==> src/rtl/call_stack.sv <==
// Purpose: LIFO return-address stack for a subroutine call/return controller.
// Latency: push/pop take effect at the rising edge; data_out is a combinational view of the top entry.
// Backpressure: none; a push while full or a pop while empty is dropped and raises a sticky flag.
//
// Ports:
//   clk, rst            - clock, asynchronous active-low reset
//   push, pop, data_in  - call (push data_in) / return (pop) requests
//   clear_flags         - synchronous clear of the sticky error flags
//   data_out            - current top of stack (zero while empty)
//   count, empty, full  - occupancy, all decoded from the count register
//   stack_overflow      - sticky: push attempted while full
//   stack_underflow     - sticky: pop attempted while empty
//
// Optional feature macro: CALL_STACK_UNDERFLOW_EN. When it is undefined the
// underflow flag is tied low and a pop on an empty stack is silently ignored.

module call_stack #(
  parameter int DEPTH = 8,
  parameter int WIDTH = 13
) (
  input  logic                       clk,
  input  logic                       rst,
  input  logic                       push,
  input  logic                       pop,
  input  logic [WIDTH-1:0]           data_in,
  output logic [WIDTH-1:0]           data_out,
  input  logic                       clear_flags,
  output logic [$clog2(DEPTH):0]     count,
  output logic                       empty,
  output logic                       full,
  output logic                       stack_overflow,
  output logic                       stack_underflow
);

  localparam int AW = $clog2(DEPTH);
  localparam int CW = AW + 1;
  localparam logic [CW-1:0] FULL_CNT = CW'(DEPTH);

  logic [WIDTH-1:0] mem [DEPTH];

  logic [AW-1:0] top_idx;
  logic [AW-1:0] wr_idx;
  logic          wr_en;
  logic [CW-1:0] cnt_nxt;
  logic          ovf_set;

  // Index of the top entry; only meaningful while count > 0.
  assign top_idx = AW'(count - CW'(1));

  assign empty    = (count == '0);
  assign full     = (count == FULL_CNT);
  assign data_out = empty ? '0 : mem[top_idx];

`ifdef CALL_STACK_UNDERFLOW_EN
  logic unf_set;
`endif

  always_comb begin
    cnt_nxt = count;
    wr_en   = 1'b0;
    wr_idx  = count[AW-1:0];
    ovf_set = 1'b0;
`ifdef CALL_STACK_UNDERFLOW_EN
    unf_set = 1'b0;
`endif
    if (push && pop) begin
      // Call and return together replace the top entry. On an empty stack
      // there is nothing to return from, so it degenerates to a plain push.
      wr_en = 1'b1;
      if (empty) begin
        wr_idx  = '0;
        cnt_nxt = CW'(1);
      end else begin
        wr_idx  = top_idx;
      end
    end else if (push) begin
      if (full) begin
        ovf_set = 1'b1;
      end else begin
        wr_en   = 1'b1;
        cnt_nxt = count + CW'(1);
      end
    end else if (pop) begin
      if (!empty) begin
        cnt_nxt = count - CW'(1);
      end else begin
`ifdef CALL_STACK_UNDERFLOW_EN
        unf_set = 1'b1;
`endif
      end
    end
  end

  // Storage is deliberately not reset: empty forces data_out to zero, so
  // stale entries can never be observed.
  always_ff @(posedge clk) begin
    if (wr_en) begin
      mem[wr_idx] <= data_in;
    end
  end

  always_ff @(posedge clk or negedge rst) begin
    if (!rst) begin
      count          <= '0;
      stack_overflow <= 1'b0;
    end else begin
      count          <= cnt_nxt;
      // A new error in the same cycle as clear_flags wins.
      stack_overflow <= ovf_set | (stack_overflow & ~clear_flags);
    end
  end

`ifdef CALL_STACK_UNDERFLOW_EN
  always_ff @(posedge clk or negedge rst) begin
    if (!rst) begin
      stack_underflow <= 1'b0;
    end else begin
      stack_underflow <= unf_set | (stack_underflow & ~clear_flags);
    end
  end
`else
  assign stack_underflow = 1'b0;
`endif

endmodule

==> config.mk <==
export PLATFORM = sky130hd
export DESIGN_NAME = call_stack
export DESIGN_NICKNAME = d
export VERILOG_FILES = /design/src/rtl/call_stack.sv
export SDC_FILE = /design/constraint.sdc
export NUM_CORES = 1
export LEC_CHECK = 0
export BUFFER_PORTS_ARGS = -buffer_cell sky130_fd_sc_hd__buf_2
export CAP_MARGIN = 20
export CORE_MARGIN = 5
export CORE_UTILIZATION = 33
export CTS_CLUSTER_SIZE = 20
export DETAILED_ROUTE_END_ITERATION = 7
export PLACE_DENSITY_LB_ADDON = 0.15
export SLEW_MARGIN = 30
export SYNTH_ARGS = -nofsm -noshare
export SYNTH_HDL_FRONTEND = slang
export SYNTH_SLANG_ARGS = --single-unit
==> constraint.sdc <==
create_clock -name clk -period 7.3 [get_ports clk]
set_input_delay 0.73 -clock clk [delete_from_list [all_inputs] [get_ports clk]]
set_output_delay 0.73 -clock clk [all_outputs]
set_load 0.02 [all_outputs]
==> results.cfg <==
[status]
status = completed

[clock_tree]
ctsResizeCount = 0
clk_path_buf_depth = 2
cts_hold_buf = 0
clock_latency_ns = 0.34
root_buffer = clkbuf_16
clk_pin_slew_ns = 0.07
cts_setup_buffers = 0
numClockSinks = 109
cts_buffers = 9
cts_tree = yes
htreeDepth = 3

[drt]
wirelength_microns = 9150
ant_nets = 0
vias_per_cell = 4.76
drt_iter0_markers = 164
drt_pass1_iterations = 4
wl_per_cell_microns = 18.8
drc = 0
num_vias = 2317

[yosys]
synth.yosys.seq_area_share_pct = 70.4
postSynthCellCount = 257
ys_top_cells_by_count = edfxtp_1 (104), inv_1 (30), mux4_2 (25)
synth-main-ff-cell = edfxtp_1
synth_top_area_share_pct = 67.7
syn_nets = 278
ys_seq_elements = 109
synth-edff-count = 104
avgSynthCellArea_sq_um = 18.0
synth.distinct_cells = 44
synthTopCellsByArea = edfxtp_1 (68%), mux4_2 (12%), dfrtp_1 (2.7%)
synth_largest_area_cell = edfxtp_1
netlist_area_sq_um = 4610
yosys_warnings = 0
async_reset_ff_share_pct = 4.59
yosysMostFrequentCell = edfxtp_1

[place]
dp_slack_ns = 3.79
portBuffers = 37
dp_hpwl_microns = 5840
placedCellCount = 471
postPlaceCellArea_sq_um = 5020
place.gp.congestion = 0.719

[power]
irDropWorstVdd_mv = 0.114
finalPower_mw = 2.26
p_per_area_nw_per_um2 = 425
p_leak_nw = 1.87

[critical_path]
critPathCaptureType = output pin
crit_path_start_kind = flip-flop
crit_required_ns = 6.57
reg2reg_depth = 7
cp.arrival_ns = 2.96
crit_fanout = 36
timing_worst_setup_path_type = flip-flop to output pin

[die]
die_w_microns = 128
fp-row-count = 43
die_h_microns = 128
die-area_sq_um = 16400
start_util_pct = 33.5
ios = 39
coreArea_sq_um = 13800

[timing]
setup_violations = 0
slew_viol_final = 0
fmax_ghz = 0.271
period_needed_ns = 3.69
finalClockSkew_ns = 0.00477
relSlewSlack_pct = 43.1
finalCritPeriodShare_pct = 50.5
rsz0062_at_grt = no
hold_slack_ns = 0.198
setup_tns_ns = 0
worst_pin_slew_ns = 0.854
fin_ws_ns = 3.61
hold_violations = 0

[global_route]
grt_max_degree = 37
gr-total-overflow = 0
grt_usage_pct = 12.0
grt_pass1_wl_microns = 14600
grt_pass1_vias = 2490
antenna_found_initial = 0

[layout]
final_cell_area_sq_um = 5320
n_fill_cell = 1275
area_growth_pct = 15.3
nets = 323
layoutNonFillerInstCount = 487
drive_gt1_share_pct = 36.5
antenna_cells = 0
final_util_pct = 38.6

[flow_run]
cap_violations = 0

[hold_path]
hold_class = input port to async pin
## critical path, stage by stage, from the launching register on
cell,delay [ns]
dfrtp_2,0.34
buf_4,0.51
inv_2,0.08
ha_1,0.55
buf_4,0.38
mux4_2,0.34
inv_1,0.07
o22ai_1,0.09
buf_2,0.22
## layout by cell type, fill, tap and decap left out, drive strengths merged, types with 2 or more instances in the layout
| cell type | n |
|---|---|
| inv | 33 |
| clkinv | 5 |
| nor2 | 6 |
| clkbuf | 9 |
| nor3b | 2 |
| a21oi | 5 |
| nand2b | 2 |
| mux2 | 2 |
| nand2 | 5 |
| a221oi | 2 |
| dfrtp | 5 |
| nor2b | 4 |
| o22ai | 13 |
| o31ai | 2 |
| mux4 | 26 |
| nor3 | 11 |
| ha | 3 |
| o21ai | 6 |
| edfxtp | 104 |
| buf | 47 |
## cell type report
| class | instances | area (sq um) | area share, % |
|---|---|---|---|
| sequential | 109 | 3250 | 61.0 |
| multi-input combinational | 102 | 1160 | 21.9 |
| timing repair buffer | 47 | 260 | 4.89 |
| clock buffer | 9 | 225 | 4.23 |
| tap | 180 | 225 | 4.23 |
| inverter | 33 | 124 | 2.33 |
| clock inverter | 7 | 73.8 | 1.39 |
## cells by family after synthesis
family | count (synthesis) | share of synthesized area, %
buf+inv | 46 | 5.23
flops | 109 | 70.4
xor+xnor | 1 | 0.190
compound gates | 33 | 5.18
mux | 28 | 13.3
simple gates | 36 | 4.85
fa+ha+maj | 3 | 0.814
other cells | 1 | 0.0813
## sequential cells by signal (all words and copies together) (netlist names)
register	cells
mem	104
count	4
stack_overflow	1
## layer usage
metal	vias to the layer above	wire length [microns]	GRT usage, %
li1	1088	-	-
met1	1182	4350	16.5
met2	36	4360	18.9
met3	11	312	2.58
met4	0	128	3.93
met5	-	0	0
## power by group
| group | switching, mW | internal, mW |
|---|---|---|
| clock network | 0.215 | 0.268 |
| logic | 0.582 | 0.383 |
| registers | 0.0372 | 0.780 |
| total | 0.835 | 1.43 |
## worst paths after layout
kind	slack [ns]	from	to
worst max-delay path	3.61	count[0]	data_out[4]
worst min-delay path	0.20	rst	count[3]
worst max register to register	3.93	count[0]	mem[2][11]
worst min register to register	0.55	stack_overflow	stack_overflow
max in group asynchronous	6.95	rst	count[0]
min in group clk	0.55	stack_overflow	stack_overflow
(Power assumes the default switching activity.)
